**src/rtl/mapper_irq_timer_if.sv**
```systemverilog
// Strobe/readback bundle between the mapper register decoder and the IRQ timer.
// The decoder drives the single-cycle write strobes; the timer returns IRQ state and the counter value.
interface mapper_irq_timer_if #(
  parameter int CNT_W = 8
);
  logic [7:0]       cpu_data_in;
  logic             wr_latch_lo;
  logic             wr_latch_hi;
  logic             wr_ctrl;
  logic             wr_ack;
  logic             irq;
  logic             irq_pending;
  logic [CNT_W-1:0] count;

  modport master (
    output cpu_data_in, wr_latch_lo, wr_latch_hi, wr_ctrl, wr_ack,
    input  irq, irq_pending, count
  );

  modport slave (
    input  cpu_data_in, wr_latch_lo, wr_latch_hi, wr_ctrl, wr_ack,
    output irq, irq_pending, count
  );
endinterface

```
**src/rtl/mapper_irq_timer.sv**
```systemverilog
// VRC-style IRQ timer generalised to a wider counter: scanline prescaler or CPU-cycle
// counting, up/down, one-shot, with a byte-lane latch and counter readback.
module mapper_irq_timer #(
  parameter int CNT_W        = 8,
  parameter int PRESC_PERIOD = 341,
  parameter int PRESC_STEP   = 3
) (
  input  logic               clk,
  input  logic               reset,
  mapper_irq_timer_if.slave  bus
);
  localparam int ACC_W = $clog2(PRESC_PERIOD + PRESC_STEP);

  logic [CNT_W-1:0] latch_reg;
  logic [CNT_W-1:0] counter_reg;
  logic [ACC_W-1:0] acc_reg;
  logic             pending_reg;
  logic             enable_reg;
  logic             enable_after_ack_reg;
  logic             mode_reg;
  logic             dir_reg;
  logic             oneshot_reg;
  logic             stopped_reg;

  logic [CNT_W-1:0] latch_wr_val;
  logic             latch_wr;
  logic             ctrl_wr;
  logic             ack_wr;
  logic [ACC_W-1:0] acc_sum;
  logic             presc_wrap;
  logic             counting;
  logic             tick;
  logic             terminal;

  // The high byte lane only exists for counters wider than 8 bits; otherwise its strobe is ignored
  // and must not pre-empt a simultaneous control write.
  generate
    if (CNT_W > 8) begin : g_wide
      assign latch_wr     = bus.wr_latch_lo | bus.wr_latch_hi;
      assign latch_wr_val = {bus.wr_latch_hi ? bus.cpu_data_in[CNT_W-9:0] : latch_reg[CNT_W-1:8],
                             bus.wr_latch_lo ? bus.cpu_data_in : latch_reg[7:0]};
    end else begin : g_narrow
      assign latch_wr     = bus.wr_latch_lo;
      assign latch_wr_val = bus.cpu_data_in[CNT_W-1:0];
    end
  endgenerate

  assign ctrl_wr    = bus.wr_ctrl & ~latch_wr;
  assign ack_wr     = bus.wr_ack & ~bus.wr_ctrl & ~latch_wr;

  assign counting   = enable_reg & ~stopped_reg;
  assign acc_sum    = acc_reg + ACC_W'(PRESC_STEP);
  assign presc_wrap = acc_sum >= ACC_W'(PRESC_PERIOD);
  assign tick       = counting & (mode_reg | presc_wrap);
  assign terminal   = dir_reg ? (counter_reg == '0) : (counter_reg == '1);

  // CPU-side state is sampled on the falling edge of M2.
  always_ff @(negedge clk) begin
    if (reset) begin
      latch_reg            <= '0;
      counter_reg          <= '0;
      acc_reg              <= '0;
      pending_reg          <= 1'b0;
      enable_reg           <= 1'b0;
      enable_after_ack_reg <= 1'b0;
      mode_reg             <= 1'b0;
      dir_reg              <= 1'b0;
      oneshot_reg          <= 1'b0;
      stopped_reg          <= 1'b0;
    end else begin
      if (latch_wr)
        latch_reg <= latch_wr_val;

      if (counting)
        acc_reg <= presc_wrap ? acc_sum - ACC_W'(PRESC_PERIOD) : acc_sum;

      if (tick) begin
        if (terminal) begin
          if (oneshot_reg)
            stopped_reg <= 1'b1;
          else
            counter_reg <= latch_reg;
        end else begin
          counter_reg <= dir_reg ? counter_reg - CNT_W'(1) : counter_reg + CNT_W'(1);
        end
      end

      // Set-over-clear: a terminal tick on the same edge as a write keeps the flag raised.
      if (tick && terminal)
        pending_reg <= 1'b1;
      else if (ctrl_wr || ack_wr)
        pending_reg <= 1'b0;

      // Placed after the tick so a reloading control write overrides it.
      if (ctrl_wr) begin
        enable_after_ack_reg <= bus.cpu_data_in[0];
        enable_reg           <= bus.cpu_data_in[1];
        mode_reg             <= bus.cpu_data_in[2];
        dir_reg              <= bus.cpu_data_in[3];
        oneshot_reg          <= bus.cpu_data_in[4];
        stopped_reg          <= 1'b0;
        if (bus.cpu_data_in[1]) begin
          counter_reg <= latch_reg;
          acc_reg     <= '0;
        end
      end else if (ack_wr) begin
        enable_reg <= enable_after_ack_reg;
      end
    end
  end

  assign bus.irq         = ~(pending_reg & enable_reg);
  assign bus.irq_pending = pending_reg;
  assign bus.count       = counter_reg;
endmodule

```
**src/flat_wrapper.sv**
```systemverilog
// flat-port wrapper written by rule: the top's interface ports become plain ports
module mapper_irq_timer_flat 
#(
  parameter int CNT_W        = 8,
  parameter int PRESC_PERIOD = 341,
  parameter int PRESC_STEP   = 3
)
  (clk, reset, bus_cpu_data_in, bus_wr_latch_lo, bus_wr_latch_hi, bus_wr_ctrl, bus_wr_ack, bus_irq, bus_irq_pending, bus_count);
  mapper_irq_timer_if #(.CNT_W(CNT_W)) bus_i ();
  input  logic clk;
  input  logic reset;
  input wire logic [$bits(bus_i.cpu_data_in)-1:0] bus_cpu_data_in;
  input wire logic [$bits(bus_i.wr_latch_lo)-1:0] bus_wr_latch_lo;
  input wire logic [$bits(bus_i.wr_latch_hi)-1:0] bus_wr_latch_hi;
  input wire logic [$bits(bus_i.wr_ctrl)-1:0] bus_wr_ctrl;
  input wire logic [$bits(bus_i.wr_ack)-1:0] bus_wr_ack;
  output wire logic [$bits(bus_i.irq)-1:0] bus_irq;
  output wire logic [$bits(bus_i.irq_pending)-1:0] bus_irq_pending;
  output wire logic [$bits(bus_i.count)-1:0] bus_count;
  assign bus_i.cpu_data_in = bus_cpu_data_in;
  assign bus_i.wr_latch_lo = bus_wr_latch_lo;
  assign bus_i.wr_latch_hi = bus_wr_latch_hi;
  assign bus_i.wr_ctrl = bus_wr_ctrl;
  assign bus_i.wr_ack = bus_wr_ack;
  assign bus_irq = bus_i.irq;
  assign bus_irq_pending = bus_i.irq_pending;
  assign bus_count = bus_i.count;
  mapper_irq_timer #(.CNT_W(CNT_W), .PRESC_PERIOD(PRESC_PERIOD), .PRESC_STEP(PRESC_STEP)) u_core (.clk(clk), .reset(reset), .bus(bus_i));
endmodule
```
**config.mk**
```make
export PLATFORM = sky130hd
export DESIGN_NAME = mapper_irq_timer_flat
export DESIGN_NICKNAME = d
export VERILOG_FILES = /design/src/rtl/mapper_irq_timer_if.sv /design/src/rtl/mapper_irq_timer.sv /design/src/flat_wrapper.sv
export SDC_FILE = /design/constraint.sdc
export NUM_CORES = 1
export LEC_CHECK = 0
export ABC_AREA = 0
export BUFFER_PORTS_ARGS = -buffer_cell sky130_fd_sc_hd__buf_2
export CORE_UTILIZATION = 45
export CTS_BUF_LIST = sky130_fd_sc_hd__clkbuf_16
export CTS_CLUSTER_SIZE = 40
export DETAILED_ROUTE_END_ITERATION = 10
export GPL_TIMING_DRIVEN = 0
export PLACE_DENSITY = 0.7
export SYNTH_ARGS = -nofsm -noshare
export SYNTH_HDL_FRONTEND = slang
export SYNTH_SLANG_ARGS = --single-unit
```
**constraint.sdc**
```tcl
create_clock -name clk -period 3.9 [get_ports clk]
set_clock_uncertainty 0.05 [all_clocks]
set_input_delay 0.585 -clock clk [delete_from_list [all_inputs] [get_ports clk]]
set_output_delay 0.585 -clock clk [all_outputs]
set_load 0.05 [all_outputs]
```
======== Word level (Yosys, flattened, before mapping) ========
Index checks and enable logic that the tools add are counted.
storage, ports and cells
  bits in registers ....................... 32
  input bits .............................. 14
  output and inout port bits .............. 10
  logic and storage cells ................. 49
operators by class
  add/subtract/negate cells ............... 4
  order comparisons ....................... 1
  equality and inequality tests ........... 1
  muxes and demuxes ....................... 15
  bitwise gates (word level) .............. 11
  reduce and logical (&&, ||, !) cells .... 7
operator list
  cell                   count
  $mux W8                6
  $mux W9                4
  $add A9 B2 Y9 const B  1
  $ge A9 B9 Y1 const B   1
  $sub A9 B9 Y9 const B  1
  $add A8 B1 Y8 const B  1
  $eq A8 B8 Y1 const B   1
  $logic_not A8 Y1       1
  $sub A8 B1 Y8 const B  1
  $and A1 B1 Y1          6
  $mux W1                5
  $not A1 Y1             4
  $reduce_bool A2 Y1     2
  $reduce_and A3 Y1      1
  $reduce_or A2 Y1       1
  $logic_and A1 B1 Y1    1
  $logic_or A1 B1 Y1     1
  $or A1 B1 Y1           1

======== Logic depth before layout (Yosys ltp) ========
Gate-level depths: netlist (run 1).
  depth after elaboration ................. 7
  mapped depth ............................ 12
  mapped depth without buffers ............ 9

==> metrics.txt, run 1 <==
H-tree Lvls 2; internal cell power 0.698 mW; combinational cell fraction of total power 16.6%; Reg power frac 34.1%; insertion delay of the later-clocked pin in the worst-skew pair 0.36 ns; hold path cells 2; net count of the mapped netlist 352; Max Fanout on Critical Path 10; clock buffers created by TritonCTS 5; ANT cells 0; pin count of the biggest net entering global routing 13; die height 78.6 um; nature of the critical path startpoint input port; clock sink count 32; number of nets in the layout 412; multi-input logic area 1860 sq um; area of the core region 5570 sq um; number of buffers inserted by port buffering 21; area of all sequential standard cells 641 sq um; terminating pin of the worst hold path u_core.enable_after_ack_reg$_SDFFE_NP0P_; Met2 Wirelength 3180 um; power per cell area 340 nW/um^2; via count 2726; Min-Delay Path Class register to register; count of cells along the worst register-to-register path 10; top post-synthesis cells by count sky130_fd_sc_hd__dfxtp_1 (32), sky130_fd_sc_hd__nor2_1 (32), sky130_fd_sc_hd__mux2i_1 (28); clock network fraction of total power 49.3%; share of synthesized flip-flops with an asynchronous set or reset 0%; number of ports placed on the die boundary 24; FILL cells 532; wire length reported by the detailed router 7120 um; leading post-synthesis cells by cell area sky130_fd_sc_hd__dfxtp_1 (24%), sky130_fd_sc_hd__mux2i_1 (11%), sky130_fd_sc_hd__nor2_1 (4.5%), sky130_fd_sc_hd__ha_1 (4.3%), sky130_fd_sc_hd__a21oi_1 (4.2%); Net Switching 0.369 mW; effective utilization at floorplan 47.4%; wire length of the first global-routing pass 12000 um; aggregate negative setup slack 0 ns; Pre-Repair DR Iteration Count 5; Final Hold Slack 0.427 ns; run status finished, final reports clean; kind of critical path input port to register; final global-route overflow total 0; Worst Hold Launch u_core.enable_after_ack_reg$_SDFFE_NP0P_; cell at the root of the clock tree sky130_fd_sc_hd__clkbuf_16; drt first-iter violations 215; remaining number of nets flagged by the antenna check after routing 0; ratio of cells with drive above 1 in the final layout 14.9%; Most used DFF post-synth sky130_fd_sc_hd__dfxtp_1; DR DRC count 0; highest ir drop seen on vdd 302 uV; synthesized netlist cell count 328; worst-case headroom to the max-slew limit 33.9%; highest routed layer met4; number of flip-flops under the largest register name 9; Vias/cell 5.91; Unique masters post-synth 66; Area Overhead vs Synth 18.8%; M1 WL 3420 um; die area 6180 sq um; R2R Path Start u_core.acc_reg[0]$_SDFF_NP0_; Final Max Tran Viols 0; number of endpoints failing setup at the final stage 0; WP data arrival 2.08 ns; count of state elements after synthesis 32; met3 wire length 475 um; weighted congestion reported at the end of routability-driven placement 0.901; TritonCTS clock tree built; data required time of the critical path 2.17 ns; Syn Area/Cell 8.05 sq um; per-cell routed wire length 15.4 um; CTS max path bufs 2; Switching Share 34.6%; sequential share of the synthesized area 24.3%; cell area after synthesis 2640 sq um; number of flops mapped to enable cells by yosys 0; vias in the first global route 2567; crit path capture type register; reg-to-reg critical path endpoint u_core.acc_reg[7]$_SDFF_NP0_; max-cap check violation count 0; floorplan die width 78.6 um; register-to-register setup slack 0.94 ns; number of warnings issued by yosys 0; GRT Total Usage 24.5%; floorplan row count 27; antenna violations before repair 0; slew of the pin with the lowest slew margin 0.984 ns; top cell type's share of synthesized area 24.3%; Final Hold Violating Endpoints 0; DPL Wire Length 5000 um; leading area contributor after synthesis sky130_fd_sc_hd__dfxtp_1; static leakage 1.34 nW; clk slew on worst S/H paths 0.03 ns
-- logic make-up (layout without fill, tap and decap cells) --
group	count (synthesis)	count (layout)	synth area share, %
XOR/XNOR	15	15	4.97
adder cells (fa/ha/maj)	10	10	5.02
AO/OA/AOI/OAI	104	104	28.5
AND/OR/NAND/NOR	105	105	19.9
flip-flops	32	32	24.3
multiplexers	29	29	11.0
buffers and inverters	33	94	6.30
-- routing by layer --
metal  vias to the layer above  global-route usage, %
li1                       1336                      -
met1                      1287                   32.9
met2                        97                   37.0
met3                         6                   6.28
met4                         0                   9.44
met5                         -                      0
-- power groups by stage --
stage          combinational, mW  sequential (mW)  clock (mW)
2_1_floorplan              0.117            0.375      0.0517
3_5_place_dp               0.170            0.367      0.0517
3_3_place_gp               0.167            0.366      0.0517
6_report                   0.177            0.364       0.526
4_1_cts                    0.174            0.363       0.541
5_1_grt                    0.192            0.366       0.584
-- layout by cell type (no fill, tap or decap), types with 3 or more instances in the layout --
cell type	n
sky130_fd_sc_hd__inv_1	42
sky130_fd_sc_hd__nor2_1	32
sky130_fd_sc_hd__dfxtp_1	32
sky130_fd_sc_hd__mux2i_1	28
sky130_fd_sc_hd__nand2_1	27
sky130_fd_sc_hd__buf_2	25
sky130_fd_sc_hd__a21oi_1	21
sky130_fd_sc_hd__o21ai_0	11
sky130_fd_sc_hd__clkbuf_1	10
sky130_fd_sc_hd__nand3_1	10
sky130_fd_sc_hd__xnor2_1	10
sky130_fd_sc_hd__a211oi_1	10
sky130_fd_sc_hd__ha_1	9
sky130_fd_sc_hd__nor3_1	7
sky130_fd_sc_hd__nand2b_1	6
sky130_fd_sc_hd__o21ai_1	6
sky130_fd_sc_hd__xor2_1	5
sky130_fd_sc_hd__o21a_1	5
sky130_fd_sc_hd__clkbuf_16	5
sky130_fd_sc_hd__buf_6	4
sky130_fd_sc_hd__o211ai_1	4
sky130_fd_sc_hd__buf_4	3
sky130_fd_sc_hd__a211o_1	3
sky130_fd_sc_hd__nor2b_1	3
sky130_fd_sc_hd__a21o_1	3
sky130_fd_sc_hd__a2111oi_0	3
sky130_fd_sc_hd__o22ai_1	3
sky130_fd_sc_hd__or3_1	3
sky130_fd_sc_hd__a31oi_1	3
-- timing repair --
action | CTS | global route
pin swaps | 1 | 1
hold buffers | 0 | 0
gates resized for setup | 2 | 2
gates cloned | 0 | 0
endpoints found under the setup margin | 1 | 1
buffers inserted | 1 | 0
-- through the flow --
stage	cell area (sq um)	util, %	setup WS [ns]	std cells	total power [mW]
floorplan	2650	-	0.0333	328	0.544
global placement	2840	51.0	-0.395	421	0.585
detailed placement	2840	51.0	-0.499	421	0.588
CTS	3130	56.1	0.0263	461	1.08
global route	3140	56.3	-0.000548	461	1.14
finish	3140	56.3	0.0956	461	1.07
-- worst max-delay path, stage by stage --
cell,delay (ns)
sky130_fd_sc_hd__buf_2,0.13
sky130_fd_sc_hd__nor2b_1,0.13
sky130_fd_sc_hd__clkbuf_2,0.18
sky130_fd_sc_hd__a21oi_4,0.30
sky130_fd_sc_hd__nand3_1,0.10
sky130_fd_sc_hd__a2111oi_0,0.42
sky130_fd_sc_hd__a2111oi_1,0.11
sky130_fd_sc_hd__o211ai_1,0.12
-- worst max-delay path by stage --
| stage | start | cells past startpoint | endpoint | slack (ns) |
|---|---|---|---|---|
| 3_5_place_dp | bus_wr_latch_lo | 8 | u_core.acc_reg[7]$_SDFF_NP0_ | -0.50 |
| 5_1_grt | bus_wr_latch_lo | 8 | u_core.acc_reg[7]$_SDFF_NP0_ | -0.0005 |
| 2_1_floorplan | bus_wr_latch_lo | 7 | u_core.acc_reg[7]$_SDFF_NP0_ | 0.03 |
| 3_3_place_gp | bus_wr_latch_lo | 8 | u_core.acc_reg[7]$_SDFF_NP0_ | -0.39 |
| 6_report | bus_wr_ctrl | 8 | u_core.acc_reg[7]$_SDFF_NP0_ | 0.1 |
| 4_1_cts | bus_wr_ctrl | 8 | u_core.acc_reg[7]$_SDFF_NP0_ | 0.03 |
-- cell type report --
cell class	count	share of cell area [%]
Clock buffer	5	3.99
Sequential cell	32	20.4
Clock inverter	35	4.67
Inverter	10	1.20
Tap cell	72	2.87
Buffer	22	4.03
Multi-Input combinational cell	263	59.2
Timing Repair Buffer	22	3.59
(Power assumes the default switching activity.)
==> run 2, diff against run 1 <==
--- a/config.mk
+++ b/config.mk
@@ -7,11 +7,13 @@
 export LEC_CHECK = 0
 export ABC_AREA = 0
 export BUFFER_PORTS_ARGS = -buffer_cell sky130_fd_sc_hd__buf_2
+export CORE_MARGIN = 4
 export CORE_UTILIZATION = 45
 export CTS_BUF_LIST = sky130_fd_sc_hd__clkbuf_16
 export CTS_CLUSTER_SIZE = 40
 export DETAILED_ROUTE_END_ITERATION = 10
 export GPL_TIMING_DRIVEN = 0
+export HOLD_SLACK_MARGIN = 0.1
 export PLACE_DENSITY = 0.7
 export SYNTH_ARGS = -nofsm -noshare
 export SYNTH_HDL_FRONTEND = slang
==> metrics.txt, run 2 (same netlist as run 1, synthesis figures left out) <==
CTS max path bufs 2 (unchanged); cell family with most CP delay flip-flops; pin count of the biggest net entering global routing 12 (-1); stage delay of the slowest cell on the critical path 0.46 ns (+0.04 ns); static leakage 1.34 nW (-0.25%); TritonCTS clock tree built; slew of the pin with the lowest slew margin 0.889 ns (-0.0948 ns); nature of the critical path startpoint register; number of ports placed on the die boundary 24 (unchanged); crit path capture type primary output; wire length of the first global-routing pass 11700 um (-2.6%); highest ir drop seen on vdd 264 uV (-13%); data required time of the critical path 3.26 ns (+1.09 ns); insertion delay of the later-clocked pin in the worst-skew pair 0.36 ns (about the same); number of endpoints failing setup at the final stage 0 (unchanged); Vias/cell 5.81 (-1.8%); WP data arrival 3.09 ns (+1.01 ns); Max Fanout on Critical Path 8 (-2); register-to-register setup slack 0.99 ns (+0.05 ns); via count 2683 (-1.6%); final global-route overflow total 0 (unchanged); DPL Wire Length 4940 um (-1.2%); max-cap check violation count 0 (unchanged); count of cells along the worst register-to-register path 11 (+1); most common library cell in the layout ignoring fill and taps sky130_fd_sc_hd__inv_1; wire length reported by the detailed router 6830 um (-4.1%); power per cell area 334 nW/um^2 (-1.7%); drt first-iter violations 135 (-37%); floorplan die width 84.6 um (+7.6%); effective utilization at floorplan 47.1% (-0.29 points); clock sink count 32 (unchanged); Final Hold Violating Endpoints 0 (unchanged); clk slew on worst S/H paths 0.03 ns (about the same); R2R Path Start u_core.acc_reg[0]$_SDFF_NP0_; Pre-Repair DR Iteration Count 4 (-1); Area Overhead vs Synth 18.6%; number of nets in the layout 413 (+0.24%); multi-input logic area 1860 sq um (about the same); run status finished, final reports clean; Worst Hold Launch u_core.enable_after_ack_reg$_SDFFE_NP0P_; die height 84.6 um (+7.6%); area of all sequential standard cells 641 sq um (unchanged); Final Hold Slack 0.417 ns (-0.00989 ns); number of buffer and inverter stages on the critical path 1 (-1); slowest stage cell on the critical path sky130_fd_sc_hd__dfxtp_1; vias in the first global route 2622 (+2.1%); RSZ-0062 raised after global routing false; floorplan row count 27 (unchanged); commonest non-fill, non-tap cells in the layout sky130_fd_sc_hd__inv_1 (42), sky130_fd_sc_hd__nor2_1 (32), sky130_fd_sc_hd__dfxtp_1 (32), sky130_fd_sc_hd__mux2i_1 (28), sky130_fd_sc_hd__nand2_1 (27); per-cell routed wire length 14.8 um (-4.3%); area of the core region 5610 sq um (+0.61%); weighted congestion reported at the end of routability-driven placement 0.904 (+0.31%); reg-to-reg critical path endpoint u_core.acc_reg[7]$_SDFF_NP0_; H-tree Lvls 2 (unchanged); Min-Delay Path Class register to register; die area 7160 sq um (+16%); FILL cells 539 (+1.3%); hold path cells 2 (unchanged); antenna violations before repair 0 (unchanged); cells along the critical path buf_2; ratio of cells with drive above 1 in the final layout 15.1% (+0.22 points); remaining number of nets flagged by the antenna check after routing 0 (unchanged); kind of critical path register to primary output; number of flip-flops under the largest register name 9 (unchanged); ANT cells 0 (unchanged); DR DRC count 0 (unchanged); cell at the root of the clock tree sky130_fd_sc_hd__clkbuf_16; total power after layout 1.05 mW (-1.8%); number of buffers inserted by port buffering 21 (unchanged); Final Max Tran Viols 0 (unchanged); GRT Total Usage 19.4% (-5.1 points); worst-case headroom to the max-slew limit 40.3% (+6.4 points); terminating pin of the worst hold path u_core.enable_after_ack_reg$_SDFFE_NP0P_; clock buffers created by TritonCTS 5 (unchanged)
-- run 2: worst max-delay path by stage --
stage                              startpoint                            to  slack (ns)  cells after the start
4_1_cts                           bus_wr_ctrl  u_core.acc_reg[7]$_SDFF_NP0_        0.01                      7
3_3_place_gp                      bus_wr_ctrl  u_core.acc_reg[7]$_SDFF_NP0_       -0.40                      8
6_report       u_core.bus.count[0]$_SDFF_NP0_                  bus_count[0]        0.18                      1
2_1_floorplan                 bus_wr_latch_lo  u_core.acc_reg[7]$_SDFF_NP0_        0.03                      7
3_5_place_dp                      bus_wr_ctrl  u_core.acc_reg[7]$_SDFF_NP0_       -0.43                      8
5_1_grt                           bus_wr_ctrl  u_core.acc_reg[7]$_SDFF_NP0_        0.07                      8
-- run 2: per-layer routing --
metal	vias to the layer above	GRT usage, %	part of all wire [%]
met5	-	0	0
met4	0	8.78	1.3
met3	11	5.79	6.8
met2	84	28.9	44
met1	1254	25.6	48
li1	1334	-	-
-- run 2: layout make-up --
class	count	share of cell area, %
Buffer	22	4.03
Clock buffer	5	3.99
Clock inverter	35	4.35
Inverter	10	1.20
Multi-Input combinational cell	263	59.3
Sequential cell	32	20.4
Tap cell	72	2.88
Timing Repair Buffer	23	3.83
-- run 2: timing repair --
item / in CTS / in global routing
endpoints found under the setup margin: 1 / 4
pin swaps: 0 / 2
hold buffers: 0 / 0
gates resized for setup: 2 / 2
buffers inserted: 0 / 2
-- run 2: per-stage QoR --
stage	utilization [%]	cells	setup WS (ns)	instance area (sq um)	setup TNS (ns)
floorplan	-	328	0.0333	2650	0
global placement	50.7	421	-0.395	2840	-1.56
detailed placement	50.7	421	-0.430	2840	-1.65
CTS	55.6	460	0.0149	3120	0
global route	55.9	462	0.0651	3130	0
finish	55.9	462	0.179	3130	0
-- run 2: power breakdown --
group	total, mW	internal (mW)	switching, mW	leakage [nW]
logic	0.175	0.0694	0.106	0.839
clock network	0.509	0.277	0.231	0.237
registers	0.363	0.344	0.0189	0.261
total	1.05	0.691	0.356	1.34
==> run 3, diff against run 2 <==
--- a/config.mk
+++ b/config.mk
@@ -14,6 +14,7 @@
 export DETAILED_ROUTE_END_ITERATION = 10
 export GPL_TIMING_DRIVEN = 0
 export HOLD_SLACK_MARGIN = 0.1
+export MAX_ROUTING_LAYER = met4
 export PLACE_DENSITY = 0.7
 export SYNTH_ARGS = -nofsm -noshare
 export SYNTH_HDL_FRONTEND = slang
==> metrics.txt, run 3 (same netlist as run 1, synthesis figures left out) <==
CTS max path bufs 2 (unchanged); total power after layout 1.05 mW (-0.14%); run status finished, final reports clean; Worst Hold Launch u_core.enable_after_ack_reg$_SDFFE_NP0P_; internal cell power 0.691 mW (about the same); grt met2 use 28.9% (unchanged); stage delay of the slowest cell on the critical path 0.46 ns (about the same); clock network fraction of total power 48.5% (about the same); TritonCTS clock tree built; cells along the critical path buf_2; Net Switching 0.355 mW (-0.40%); nature of the critical path startpoint register; instance area after placement 2840 sq um (unchanged); slowest stage cell on the critical path sky130_fd_sc_hd__dfxtp_1; R2R Path Start u_core.acc_reg[0]$_SDFF_NP0_; Min-Delay Path Class register to register; DR DRC count 0 (unchanged); combinational cell fraction of total power 16.8% (about the same); data required time of the critical path 3.26 ns (about the same); GRT Total Usage 20.0% (+0.58 points); number of buffers inserted by hold repair at cts 0 (unchanged); static leakage 1.34 nW (unchanged); met1 track demand over resource in global routing 25.6% (unchanged); remaining number of nets flagged by the antenna check after routing 0 (unchanged); most common library cell in the layout ignoring fill and taps sky130_fd_sc_hd__inv_1; max-cap check violation count 0 (unchanged); clk slew on worst S/H paths 0.03 ns (about the same); Vias/cell 5.83 (+0.41%); die area 7160 sq um (unchanged); final std cell area, no fill 3130 sq um (unchanged); wire length reported by the detailed router 6840 um (about the same); clock buffers created by TritonCTS 5 (unchanged); weighted congestion reported at the end of routability-driven placement 0.919 (+1.7%); die height 84.6 um (unchanged); Final Max Tran Viols 0 (unchanged); clock sink count 32 (unchanged); number of buffer and inverter stages on the critical path 1 (unchanged); floorplan die width 84.6 um (unchanged); number of buffers inserted by port buffering 21 (unchanged); area of all sequential standard cells 641 sq um (unchanged); hold path cells 2 (unchanged); multi-input logic area 1860 sq um (unchanged); per-cell routed wire length 14.8 um (about the same); number of flip-flops under the largest register name 9 (unchanged); number of nets in the layout 413 (unchanged); power per cell area 334 nW/um^2 (-0.14%); Switching Share 33.9% (-0.088 points); terminating pin of the worst hold path u_core.enable_after_ack_reg$_SDFFE_NP0P_; Max Fanout on Critical Path 8 (unchanged); drt first-iter violations 161 (+19%); area of the core region 5610 sq um (unchanged); commonest non-fill, non-tap cells in the layout sky130_fd_sc_hd__inv_1 (42), sky130_fd_sc_hd__nor2_1 (32), sky130_fd_sc_hd__dfxtp_1 (32), sky130_fd_sc_hd__mux2i_1 (28), sky130_fd_sc_hd__nand2_1 (27); H-tree Lvls 2 (unchanged); highest ir drop seen on vdd 265 uV (+0.19%); cell family with most CP delay flip-flops; floorplan row count 27 (unchanged); wire length of the first global-routing pass 11700 um (unchanged); number of ports placed on the die boundary 24 (unchanged); antenna violations before repair 0 (unchanged); layer with the highest usage after global routing met2; pin count of the biggest net entering global routing 12 (unchanged); RSZ-0062 raised after global routing false; crit path capture type primary output; number of endpoints failing setup at the final stage 0 (unchanged); ratio of cells with drive above 1 in the final layout 15.1% (unchanged); cell at the root of the clock tree sky130_fd_sc_hd__clkbuf_16; final global-route overflow total 0 (unchanged); Area Overhead vs Synth 18.6% (unchanged); vias in the first global route 2630 (+0.31%); ANT cells 0 (unchanged); kind of critical path register to primary output; WP data arrival 3.08 ns (about the same); register-to-register setup slack 1.00 ns (about the same); FILL cells 539 (unchanged); worst-case headroom to the max-slew limit 40.9% (+0.65 points); DPL Wire Length 4940 um (unchanged); via count 2694 (+0.41%); Final Hold Violating Endpoints 0 (unchanged); Pre-Repair DR Iteration Count 4 (unchanged); global-route met3 utilization 5.79% (unchanged); Reg power frac 34.7% (about the same); worst setup slack after layout 0.181 ns (+0.00187 ns); Stages on worst setup path 1 (unchanged); Placement Setup Slack -0.430 ns (unchanged); count of cells along the worst register-to-register path 11 (unchanged); effective utilization at floorplan 47.1% (unchanged); reg-to-reg critical path endpoint u_core.acc_reg[7]$_SDFF_NP0_; slew of the pin with the lowest slew margin 0.880 ns (-0.00967 ns); insertion delay of the later-clocked pin in the worst-skew pair 0.36 ns (about the same)
[run 3: cell counts in the layout (fill, tap and decap cells not counted)]
Identical to the previous run, type by type.
[run 3: what timing repair did]
action	CTS	global route
pin swaps	0	2
setup endpoints to repair	1	4
hold endpoints to repair	0	0
gates resized for setup	2	2
setup buffers	0	2
[run 3: cell type report]
class | count | area share, %
plain buffers | 22 | 4.03
clock buffers | 5 | 3.99
clock inverters | 35 | 4.35
inverters | 10 | 1.20
multi-input cells | 263 | 59.3
flip-flops and latches | 32 | 20.4
well taps | 72 | 2.88
repair buffers | 23 | 3.83
[run 3: through the flow]
stage / TNS [ns] / cells / util, % / hold slack, ns
after detailed placement: -1.65 / 421 / 50.7 / 0.408
after global placement: -1.56 / 421 / 50.7 / 0.405
after floorplan: 0 / 328 / - / 0.386
final: 0 / 462 / 55.9 / 0.419
after global routing: 0 / 462 / 55.9 / 0.434
after CTS: 0 / 460 / 55.6 / 0.413
[run 3: routing by layer]
metal	vias up	share of wire (%)
met3	13	7.4
met5	-	0
met1	1266	47
met2	83	44
li1	1332	-
met4	0	1.4
[run 3: how the worst max path moves through the flow]
stage / startpoint / end / slack, ns
2_1_floorplan: bus_wr_latch_lo / u_core.acc_reg[7]$_SDFF_NP0_ / 0.03
3_3_place_gp: bus_wr_ctrl / u_core.acc_reg[7]$_SDFF_NP0_ / -0.40
3_5_place_dp: bus_wr_ctrl / u_core.acc_reg[7]$_SDFF_NP0_ / -0.43
4_1_cts: bus_wr_ctrl / u_core.acc_reg[7]$_SDFF_NP0_ / 0.01
5_1_grt: bus_wr_ctrl / u_core.acc_reg[7]$_SDFF_NP0_ / 0.07
6_report: u_core.bus.count[0]$_SDFF_NP0_ / bus_count[0] / 0.18
[run 3: power by group through the flow]
stage / clock (mW) / sequential, mW / combinational [mW]
floorplan: 0.0517 / 0.375 / 0.117
global placement: 0.0517 / 0.366 / 0.167
detailed placement: 0.0517 / 0.366 / 0.168
CTS: 0.527 / 0.362 / 0.172
global route: 0.554 / 0.365 / 0.193
finish: 0.507 / 0.363 / 0.175
